===== src/rtl/cart_rom_server.sv =====
// cart_rom_server
// Memory-side responder for the console cartridge/BIOS fetch interface.
// Each source (cart, BIOS) owns a one-word buffer that is filled from external
// SDRAM-style storage over a req/ack handshake. The same handshake carries the
// ROM loader's byte writes during download.
//
// Optional build feature (macro CART_PREFETCH_EN): after every cart fill the
// following cart word is fetched into a second "next-line" cart buffer.
module cart_rom_server #(
    parameter logic [23:0] CART_BASE = 24'h000000,
    parameter logic [23:0] BIOS_BASE = 24'h040000
) (
    input  logic        sysclk_7_143,
    input  logic        reset,
    input  logic        cart_sel,
    input  logic [17:0] cart_addr,
    output logic [7:0]  cart_out,
    input  logic        bios_sel,
    input  logic [11:0] bios_addr,
    output logic [7:0]  bios_out,
    input  logic        loading,
    input  logic        dl_wr,
    input  logic [18:0] dl_addr,
    input  logic [7:0]  dl_data,
    output logic        dl_wait,
    output logic        mem_req,
    output logic        mem_we,
    output logic [23:0] mem_addr,
    output logic [1:0]  mem_be,
    output logic [15:0] mem_wdata,
    input  logic        mem_ack,
    input  logic [15:0] mem_rdata
);

    // ------------------------------------------------------------------
    // FSM encoding
    // ------------------------------------------------------------------
    localparam logic [2:0] ST_IDLE    = 3'd0;
    localparam logic [2:0] ST_RD_CART = 3'd1;
    localparam logic [2:0] ST_RD_BIOS = 3'd2;
    localparam logic [2:0] ST_WRITE   = 3'd3;
`ifdef CART_PREFETCH_EN
    localparam logic [2:0] ST_PREF    = 3'd4;
`endif

    logic [2:0]  state_reg;
    // Word address of the fetch in flight; the fill uses this, not the live
    // address, so a select/address change mid-fetch cannot corrupt the tag.
    logic [16:0] req_tag_reg;

    // Cart word buffer
    logic        cart_valid_reg;
    logic [16:0] cart_tag_reg;
    logic [15:0] cart_data_reg;

    // BIOS word buffer
    logic        bios_valid_reg;
    logic [10:0] bios_tag_reg;
    logic [15:0] bios_data_reg;

`ifdef CART_PREFETCH_EN
    // Next-line cart buffer and the prefetch that feeds it
    logic        next_valid_reg;
    logic [16:0] next_tag_reg;
    logic [15:0] next_data_reg;
    logic        pref_pending_reg;
    logic [16:0] pref_word_reg;
    logic        cart_hit_next;
    logic [23:0] pref_addr;
`endif

    // Pending download write
    logic        dl_wait_reg;
    logic [18:0] pend_addr_reg;
    logic [7:0]  pend_data_reg;

    // Output hold registers and loading edge detect
    logic [7:0]  cart_last_reg;
    logic [7:0]  bios_last_reg;
    logic        loading_prev_reg;

    // ------------------------------------------------------------------
    // Hit detection and read data
    // ------------------------------------------------------------------
    logic [16:0] cart_word;
    logic [10:0] bios_word;
    logic        cart_hit_main;
    logic        cart_hit;
    logic [15:0] cart_hit_data;
    logic        bios_hit;
    logic        cart_miss;
    logic        bios_miss;
    logic        flush;

    assign cart_word     = cart_addr[17:1];
    assign bios_word     = bios_addr[11:1];
    assign cart_hit_main = cart_valid_reg && (cart_tag_reg == cart_word);
    assign bios_hit      = bios_valid_reg && (bios_tag_reg == bios_word);

`ifdef CART_PREFETCH_EN
    assign cart_hit_next = next_valid_reg && (next_tag_reg == cart_word);
    assign cart_hit      = cart_hit_main || cart_hit_next;
    assign cart_hit_data = cart_hit_main ? cart_data_reg : next_data_reg;
`else
    assign cart_hit      = cart_hit_main;
    assign cart_hit_data = cart_data_reg;
`endif

    // On a miss the output falls back to whatever it showed last cycle.
    assign cart_out = cart_hit ? (cart_addr[0] ? cart_hit_data[15:8] : cart_hit_data[7:0])
                               : cart_last_reg;
    assign bios_out = bios_hit ? (bios_addr[0] ? bios_data_reg[15:8] : bios_data_reg[7:0])
                               : bios_last_reg;

    // Reads are not issued while the image is being downloaded.
    assign cart_miss = cart_sel && !cart_hit && !loading;
    assign bios_miss = bios_sel && !bios_hit && !loading;

    // Download content may overwrite anything cached: drop all buffers while
    // loading and once more on the cycle loading falls.
    assign flush = loading || (loading_prev_reg && !loading);

    // ------------------------------------------------------------------
    // Address arithmetic (24-bit, wraps modulo 2^24)
    // ------------------------------------------------------------------
    logic [23:0] cart_rd_addr;
    logic [23:0] bios_rd_addr;
    logic [23:0] wr_addr;
    logic [1:0]  wr_be;
    logic        wr_hits_cart;
    logic        wr_hits_bios;

    assign cart_rd_addr = CART_BASE + {6'd0, cart_word, 1'b0};
    assign bios_rd_addr = BIOS_BASE + {12'd0, bios_word, 1'b0};
    assign wr_addr      = pend_addr_reg[18] ? (BIOS_BASE + {12'd0, pend_addr_reg[11:1], 1'b0})
                                            : (CART_BASE + {6'd0, pend_addr_reg[17:1], 1'b0});
    assign wr_be        = pend_addr_reg[0] ? 2'b10 : 2'b01;

    // A write to a word held in a buffer makes that buffer stale.
    assign wr_hits_cart = !pend_addr_reg[18] && (cart_tag_reg == pend_addr_reg[17:1]);
    assign wr_hits_bios =  pend_addr_reg[18] && (bios_tag_reg == pend_addr_reg[11:1]);

`ifdef CART_PREFETCH_EN
    logic wr_hits_next;
    assign wr_hits_next = !pend_addr_reg[18] && (next_tag_reg == pend_addr_reg[17:1]);
    assign pref_addr    = CART_BASE + {6'd0, pref_word_reg, 1'b0};
`endif

    assign dl_wait = dl_wait_reg;

    // ------------------------------------------------------------------
    // Request FSM: arbitrates in IDLE, holds the request until mem_ack
    // ------------------------------------------------------------------
    always_ff @(posedge sysclk_7_143 or posedge reset) begin
        if (reset) begin
            state_reg        <= ST_IDLE;
            req_tag_reg      <= '0;
            mem_req          <= 1'b0;
            mem_we           <= 1'b0;
            mem_addr         <= '0;
            mem_be           <= 2'b00;
            mem_wdata        <= '0;
`ifdef CART_PREFETCH_EN
            pref_pending_reg <= 1'b0;
            pref_word_reg    <= '0;
`endif
        end else begin
            case (state_reg)
                ST_IDLE: begin
                    if (dl_wait_reg) begin
                        state_reg <= ST_WRITE;
                        mem_req   <= 1'b1;
                        mem_we    <= 1'b1;
                        mem_addr  <= wr_addr;
                        mem_be    <= wr_be;
                        mem_wdata <= {pend_data_reg, pend_data_reg};
`ifdef CART_PREFETCH_EN
                        pref_pending_reg <= 1'b0;
`endif
                    end else if (cart_miss) begin
                        state_reg   <= ST_RD_CART;
                        req_tag_reg <= cart_word;
                        mem_req     <= 1'b1;
                        mem_we      <= 1'b0;
                        mem_addr    <= cart_rd_addr;
                        mem_be      <= 2'b11;
                        mem_wdata   <= '0;
`ifdef CART_PREFETCH_EN
                        pref_pending_reg <= 1'b0;
`endif
                    end else if (bios_miss) begin
                        state_reg   <= ST_RD_BIOS;
                        req_tag_reg <= {6'd0, bios_word};
                        mem_req     <= 1'b1;
                        mem_we      <= 1'b0;
                        mem_addr    <= bios_rd_addr;
                        mem_be      <= 2'b11;
                        mem_wdata   <= '0;
`ifdef CART_PREFETCH_EN
                        pref_pending_reg <= 1'b0;
`endif
                    end
`ifdef CART_PREFETCH_EN
                    else if (pref_pending_reg && !loading) begin
                        state_reg        <= ST_PREF;
                        req_tag_reg      <= pref_word_reg;
                        mem_req          <= 1'b1;
                        mem_we           <= 1'b0;
                        mem_addr         <= pref_addr;
                        mem_be           <= 2'b11;
                        mem_wdata        <= '0;
                        pref_pending_reg <= 1'b0;
                    end else if (loading) begin
                        pref_pending_reg <= 1'b0;
                    end
`endif
                end
                default: begin
                    // Outputs stay frozen until the ack; mem_req then drops
                    // and IDLE guarantees a low cycle before the next request.
                    if (mem_ack) begin
                        state_reg <= ST_IDLE;
                        mem_req   <= 1'b0;
`ifdef CART_PREFETCH_EN
                        if (state_reg == ST_RD_CART) begin
                            pref_word_reg    <= req_tag_reg + 17'd1;
                            pref_pending_reg <= !dl_wait_reg && !bios_miss && !loading;
                        end
`endif
                    end
                end
            endcase
        end
    end

    // ------------------------------------------------------------------
    // Buffer fill on read acks, invalidation by writes and by loading
    // ------------------------------------------------------------------
    always_ff @(posedge sysclk_7_143 or posedge reset) begin
        if (reset) begin
            cart_valid_reg <= 1'b0;
            cart_tag_reg   <= '0;
            cart_data_reg  <= '0;
            bios_valid_reg <= 1'b0;
            bios_tag_reg   <= '0;
            bios_data_reg  <= '0;
`ifdef CART_PREFETCH_EN
            next_valid_reg <= 1'b0;
            next_tag_reg   <= '0;
            next_data_reg  <= '0;
`endif
        end else begin
            if (mem_ack) begin
                case (state_reg)
                    ST_RD_CART: begin
                        cart_valid_reg <= 1'b1;
                        cart_tag_reg   <= req_tag_reg;
                        cart_data_reg  <= mem_rdata;
                    end
                    ST_RD_BIOS: begin
                        bios_valid_reg <= 1'b1;
                        bios_tag_reg   <= req_tag_reg[10:0];
                        bios_data_reg  <= mem_rdata;
                    end
`ifdef CART_PREFETCH_EN
                    ST_PREF: begin
                        next_valid_reg <= 1'b1;
                        next_tag_reg   <= req_tag_reg;
                        next_data_reg  <= mem_rdata;
                    end
`endif
                    ST_WRITE: begin
                        if (wr_hits_cart) cart_valid_reg <= 1'b0;
                        if (wr_hits_bios) bios_valid_reg <= 1'b0;
`ifdef CART_PREFETCH_EN
                        if (wr_hits_next) next_valid_reg <= 1'b0;
`endif
                    end
                    default: ;
                endcase
            end
            // Placed last so a flush overrides a fill landing on the same edge.
            if (flush) begin
                cart_valid_reg <= 1'b0;
                bios_valid_reg <= 1'b0;
`ifdef CART_PREFETCH_EN
                next_valid_reg <= 1'b0;
`endif
            end
        end
    end

    // ------------------------------------------------------------------
    // Download write capture; one write outstanding at a time
    // ------------------------------------------------------------------
    always_ff @(posedge sysclk_7_143 or posedge reset) begin
        if (reset) begin
            dl_wait_reg   <= 1'b0;
            pend_addr_reg <= '0;
            pend_data_reg <= '0;
        end else if (state_reg == ST_WRITE && mem_ack) begin
            dl_wait_reg <= 1'b0;
        end else if (dl_wr && !dl_wait_reg) begin
            dl_wait_reg   <= 1'b1;
            pend_addr_reg <= dl_addr;
            pend_data_reg <= dl_data;
        end
    end

    // ------------------------------------------------------------------
    // Hold the last presented bytes and remember the previous loading level
    // ------------------------------------------------------------------
    always_ff @(posedge sysclk_7_143 or posedge reset) begin
        if (reset) begin
            cart_last_reg    <= 8'hFF;
            bios_last_reg    <= 8'hFF;
            loading_prev_reg <= 1'b0;
        end else begin
            cart_last_reg    <= cart_out;
            bios_last_reg    <= bios_out;
            loading_prev_reg <= loading;
        end
    end

endmodule


===== config.mk =====
export PLATFORM = sky130hd
export DESIGN_NAME = cart_rom_server
export DESIGN_NICKNAME = d
export VERILOG_FILES = /design/src/rtl/cart_rom_server.sv
export SDC_FILE = /design/constraint.sdc
export NUM_CORES = 1
export LEC_CHECK = 0
export BUFFER_PORTS_ARGS = -buffer_cell sky130_fd_sc_hd__buf_2
export CAP_MARGIN = 10
export CORE_AREA = 2 2 165 167
export DETAILED_ROUTE_END_ITERATION = 10
export DIE_AREA = 0 0 167 169
export PLACE_DENSITY_LB_ADDON = 0.3
export SYNTH_ARGS = -nofsm -noshare
export SYNTH_HDL_FRONTEND = slang
export SYNTH_SLANG_ARGS = --single-unit

===== constraint.sdc =====
create_clock -name sysclk_7_143 -period 4.65 [get_ports sysclk_7_143]
set_input_delay 0.2325 -clock sysclk_7_143 [delete_from_list [all_inputs] [get_ports sysclk_7_143]]
set_output_delay 0.2325 -clock sysclk_7_143 [all_outputs]
set_load 0.01 [all_outputs]

======== After elaboration in Yosys (flattened, before gate mapping) ========
Index checks and enable logic that the tools add are counted.
operators by class
  add/subtract/negate cells ............... 2
  equal/unequal tests ..................... 10
  multiplexer cells ....................... 40
  bitwise operators ....................... 2
  reductions and logical operators ........ 33
operator list
  operator                number
  $mux 24                 3
  $mux 16                 3
  $add 19x12->20 const A  2
  $eq 17x17->1            2
  $mux 17                 2
  $mux 8                  4
  $eq 11x11->1            2
  $mux 20                 1
  $mux 1                  16
  $mux 3                  5
  $logic_and 1x1->1       11
  $reduce_and 2->1        5
  $reduce_and 3->1        3
  $reduce_bool 3->1       3
  $mux 2                  4
  $reduce_bool 2->1       4
  $eq 3x2->1 const B      2
  $ne 3x3->1 const B      2
  $logic_not 1->1         5
  $ne 4x4->1 const B      1
  $pmux 1 s2              2
  $eq 3x1->1 const B      1
  $logic_not 3->1         1
  $not 1->1               2
  $logic_or 1x1->1        1
storage, ports and cells
  bits in registers ....................... 171
  bits of input ports ..................... 80
  output and inout bits ................... 61
  word-level logic and storage cells ...... 106

======== Longest topological paths before layout ========
  word-level depth ........................ 9
  depth in mapped cells ................... 8
  gate-level depth less buffers ........... 6

======== Least setup slack after synthesis ========
No wires, ideal clock.
  path kind ............................... reg-to-reg
  from .................................... register cart_tag_reg[15]
  to ...................................... register mem_addr[10]
  setup time .............................. 0.125 ns
  data arrival time ....................... 1.895 ns
  data required time ...................... 4.525 ns
  path slack .............................. 2.630 ns
  cell stages (with the launch flop) ...... 8
  path buffers ............................ 1
  clock period less this slack ............ 2.020 ns
  cell sequence ........................... dfrtp_1 -> xor2_1 -> nor4_1 -> and3_4 -> a21oi_4 -> a21oi_4 -> buf_8 -> mux2_4
between the ends
  word-level cells in the longest chain between the ends .. 7
  elaborated cells between the ends (all ways) .. 9
  classes of those cells .................. eq/ne (1); mux (2); reduce/logical (6)
RTL lines
  element                                                 RTL line  text
  start: declaration                                      53        logic [16:0] cart_tag_reg;
  start signal: assignment                                257       cart_tag_reg <= req_tag_reg;
  $eq 17x17->1 (*)                                        97        assign cart_hit_main = cart_valid_reg && (cart_tag_reg == cart_word);
  $logic_and 1x1->1 (*)                                   97
  $logic_not 1->1 (*)                                     116       assign cart_miss = cart_sel && !cart_hit && !loading;
  $logic_and 1x1->1 (*) (2 in series)                     116
  $reduce_bool 3->1 (no line) or $mux 24 (tied branches)  --
  $reduce_and 2->1 (no line) or $mux 24 (tied branches)   --
  end signal: assignment                                  174       mem_addr <= wr_addr;
  end signal: assignment                                  185       mem_addr <= cart_rd_addr;
  end signal: assignment                                  196       mem_addr <= bios_rd_addr;
  end: declaration                                        28        output logic [23:0] mem_addr,
Mark *: on every way between the ends. The rest lies on a longest branch, timed or not.
A chain may end at the register's enable or synchronous reset.

======== Worst setup path in the final report ========
  from .................................... register cart_tag_reg[16]
  to ...................................... output port cart_out[1]
between the ends
  word-level cells in the longest chain between the ends .. 3
RTL lines
  element            RTL line  text
  $eq 17x17->1       97
  $logic_and 1x1->1  97
  $mux 8             110       assign cart_out = cart_hit ? (cart_addr[0] ? cart_hit_data[15:8] : cart_hit_data[7:0])
  end: declaration   17        output logic [7:0] cart_out,
Every way passes these cells.

==> impl_metrics.toml <==
[timing]
layout_worst_path_cycle_share = 0.653
finalHoldViolCount = 0
max_frequency_mhz = 329
timing.final.ws_setup_ns = 1.61
worst_slew_pin_slew_ns = 0.908
fin_skew_ns = 0.0211
setup-tns-final_ns = 0
relSlewSlack = 0.395
finalSetupViolations = 0
slew_violations = 0
final_worst_path_period_need_ns = 3.04
rsz0062_at_grt = "no"

[cts]
tritoncts_clock_tree = "built"
clock-sinks = 156
cts_root_buf = "sky130_fd_sc_hd__clkbuf_16"
ctsHtreeMaxLevel = 4
clkLatencyLatePin_ns = 0.44
path_clk_slew_ns = 0.07
cts_max_path_buffers = 2
number_of_cts_inserted_buffers = 17
cts_setup_buffers = 0

[yosys]
syn_area_per_cell_um2 = 13.0
mappedNetlistArea_um2 = 7310
synth_edf_count = 0
synth_most_common_cell = "sky130_fd_sc_hd__dfrtp_1"
async_reset_ff_frac = 1.00
yosys.area.top_type = "sky130_fd_sc_hd__dfrtp_1"
post-synth-top-area-fraction = 0.479
synth-seq-cells = 156
synth-seq-area-share = 0.537
yosys_most_used_dff = "sky130_fd_sc_hd__dfrtp_1"
synth_top_cells_by_area = "sky130_fd_sc_hd__dfrtp_1, sky130_fd_sc_hd__mux2_2, sky130_fd_sc_hd__dfstp_2"
netlist-cell-type-count = 49
most_common_library_cells_after_synthesis = "sky130_fd_sc_hd__dfrtp_1, sky130_fd_sc_hd__mux2_2, sky130_fd_sc_hd__xnor2_1, sky130_fd_sc_hd__nand2_1, sky130_fd_sc_hd__o21ai_0"
synthCells = 563
synth-warning-count = 0

[setup_path]
regToRegStartpoint = "cart_tag_reg[16]"
crit_path_max_fanout = 16
start_kind = "register"
critical_path.endpoint_type = "output port"
r2r.worst_path.cells = 7
crit_required_ns = 4.42
cp-startpoint = "cart_tag_reg[16]"
r2r-end = "mem_addr[13]"
worst_ep_arrival_time_ns = 2.81
worstSetupPathType = "reg -> out"
timing.reg2reg.setup_slack_ns = 1.67

[pwr]
irDropWorstVdd_mv = 0.231
p_leak_nw = 4.05
power_density_nw_per_um2 = 672

[floorplan]
die_y_um = 169
boundaryPins = 141
chipWidth_um = 167
initial_utilization = 0.276
fp.dieArea_um2 = 28200
core_region_area_um2 = 26500
rows = 60

[place]
dp_hpwl_mm = 13.8
placement.setup.worst_slack_ns = 1.58
port-buffer-count = 134
place_congestion = 0.788
place_inst = 1010

[grt]
grt_pass1_vias = 4909
grt_overflow_total = 0
wire_length_of_the_first_global_routing_pass_mm = 30.1
antenna_found_initial = 5
grt_start_max_net_pins = 87
groute.usage.overall = 0.142

[hold_path]
holdCritStartpoint = "dl_data[0]"
whs_path_depth = 2
timing.hold.worst.class = "in -> reg"
hold_end = "pend_data_reg[0]"

[layout]
drive_gt1_frac = 0.457
seqCellArea_um2 = 3920
finish.cell_count_without_fillers = 1046
layout.core_utilization = 0.334
design.final.nets = 770
multiInputGateArea_um2 = 3100
area.growth.synth_to_final_pct = 21.2
fillCellCount = 2665
max_ffs_per_register = 19

[route]
dr.first_iter.drc_count = 268
drcViolationCount = 0
avgViaCountPerCell = 4.69
detail_route.first_pass.iterations = 6
routedWlPerCell_um = 18.8
detailroute.via_count = 4902
final_antenna_net_count = 0
drt-total-wl_mm = 19.7

[job]
maxCapViolations = 0

[run_status]
status = "finished, final reports clean"
logic make-up (layout without fill, tap and decap cells):
family	Yosys count	in the layout	synth area share
xor+xnor	56	56	0.0671
flops	156	156	0.537
mux	134	134	0.209
other cells	1	8	0.000513
simple gates	84	84	0.0592
buf+inv	55	190	0.0423
compound gates	77	77	0.0856
layout make-up:
cell class,count,share of cell area
flip-flops and latches,156,0.443
multi-input cells,357,0.349
repair buffers,146,0.0864
well taps,341,0.0481
clock buffers,17,0.0480
clock inverters,15,0.0191
inverters,12,0.00565
diodes,2,0.000565
placed cells by master (no fill, tap or decap), types with 4 or more instances in the layout:
cell	synthesis	final
sky130_fd_sc_hd__dfrtp_1	140	140
sky130_fd_sc_hd__buf_2	1	134
sky130_fd_sc_hd__mux2_2	111	111
sky130_fd_sc_hd__xnor2_1	40	40
sky130_fd_sc_hd__nand2_1	39	39
sky130_fd_sc_hd__o21ai_0	22	22
sky130_fd_sc_hd__clkbuf_16	0	17
sky130_fd_sc_hd__xor2_1	16	16
sky130_fd_sc_hd__dfstp_2	16	16
sky130_fd_sc_hd__a22o_1	14	14
sky130_fd_sc_hd__mux2i_1	14	14
sky130_fd_sc_hd__or3_1	12	12
sky130_fd_sc_hd__inv_1	12	11
sky130_fd_sc_hd__a221o_1	11	11
sky130_fd_sc_hd__nand4_1	10	10
sky130_fd_sc_hd__o221a_1	10	10
sky130_fd_sc_hd__buf_4	18	10
sky130_fd_sc_hd__mux2_4	9	9
sky130_fd_sc_hd__nand3_1	6	6
sky130_fd_sc_hd__conb_1	1	6
sky130_fd_sc_hd__inv_8	0	6
sky130_fd_sc_hd__nor4_1	4	4
sky130_fd_sc_hd__inv_6	0	4
where the power goes:
part	total, W	switching, W	internal, W
clock	0.00140	0.000676	0.000726
sequential	0.00246	0.000510	0.00195
combinational	0.00209	0.000937	0.00116
critical path, stage by stage, from the launching register on:
cell                      delay [ns]
sky130_fd_sc_hd__dfrtp_1        0.41
sky130_fd_sc_hd__xnor2_1        0.33
sky130_fd_sc_hd__nand4_1        0.24
sky130_fd_sc_hd__nor3_4         0.32
sky130_fd_sc_hd__nand2_1        0.39
sky130_fd_sc_hd__o21ai_0        0.46
sky130_fd_sc_hd__buf_2          0.21
worst max path at each step:
stage | cells after the start | endpoint
finish | 6 | cart_out[1]
global route | 6 | cart_out[1]
CTS | 6 | cart_out[1]
detailed placement | 7 | mem_addr[13]
global placement | 7 | mem_addr[13]
floorplan | 1 | bios_data_reg[0]
metrics by stage:
stage / hold slack (ns) / power (W) / cell area, um2
4_1_cts: 0.00669 / 0.00604 / 8860
3_3_place_gp: 0.413 / 0.00458 / 8240
3_5_place_dp: 0.413 / 0.00460 / 8240
2_1_floorplan: 0.264 / 0.00395 / 7330
5_1_grt: 0.0145 / 0.00634 / 8860
6_report: 0.0247 / 0.00596 / 8860
per-layer routing:
| metal | wire length, um | share of wire | global-route usage |
|---|---|---|---|
| met1 | 8610 | 0.44 | 0.185 |
| met2 | 9320 | 0.47 | 0.224 |
| met3 | 1420 | 0.072 | 0.0463 |
| met4 | 282 | 0.014 | 0.0431 |
| met5 | 35 | 0.0018 | 0 |
what timing repair did:
item,4_1_cts,5_1_grt
hold buffers,2,0
resized for setup,0,0
setup endpoints to repair,0,0
hold endpoints to repair,46,0
No activity file was read; power rests on OpenSTA's default activity.
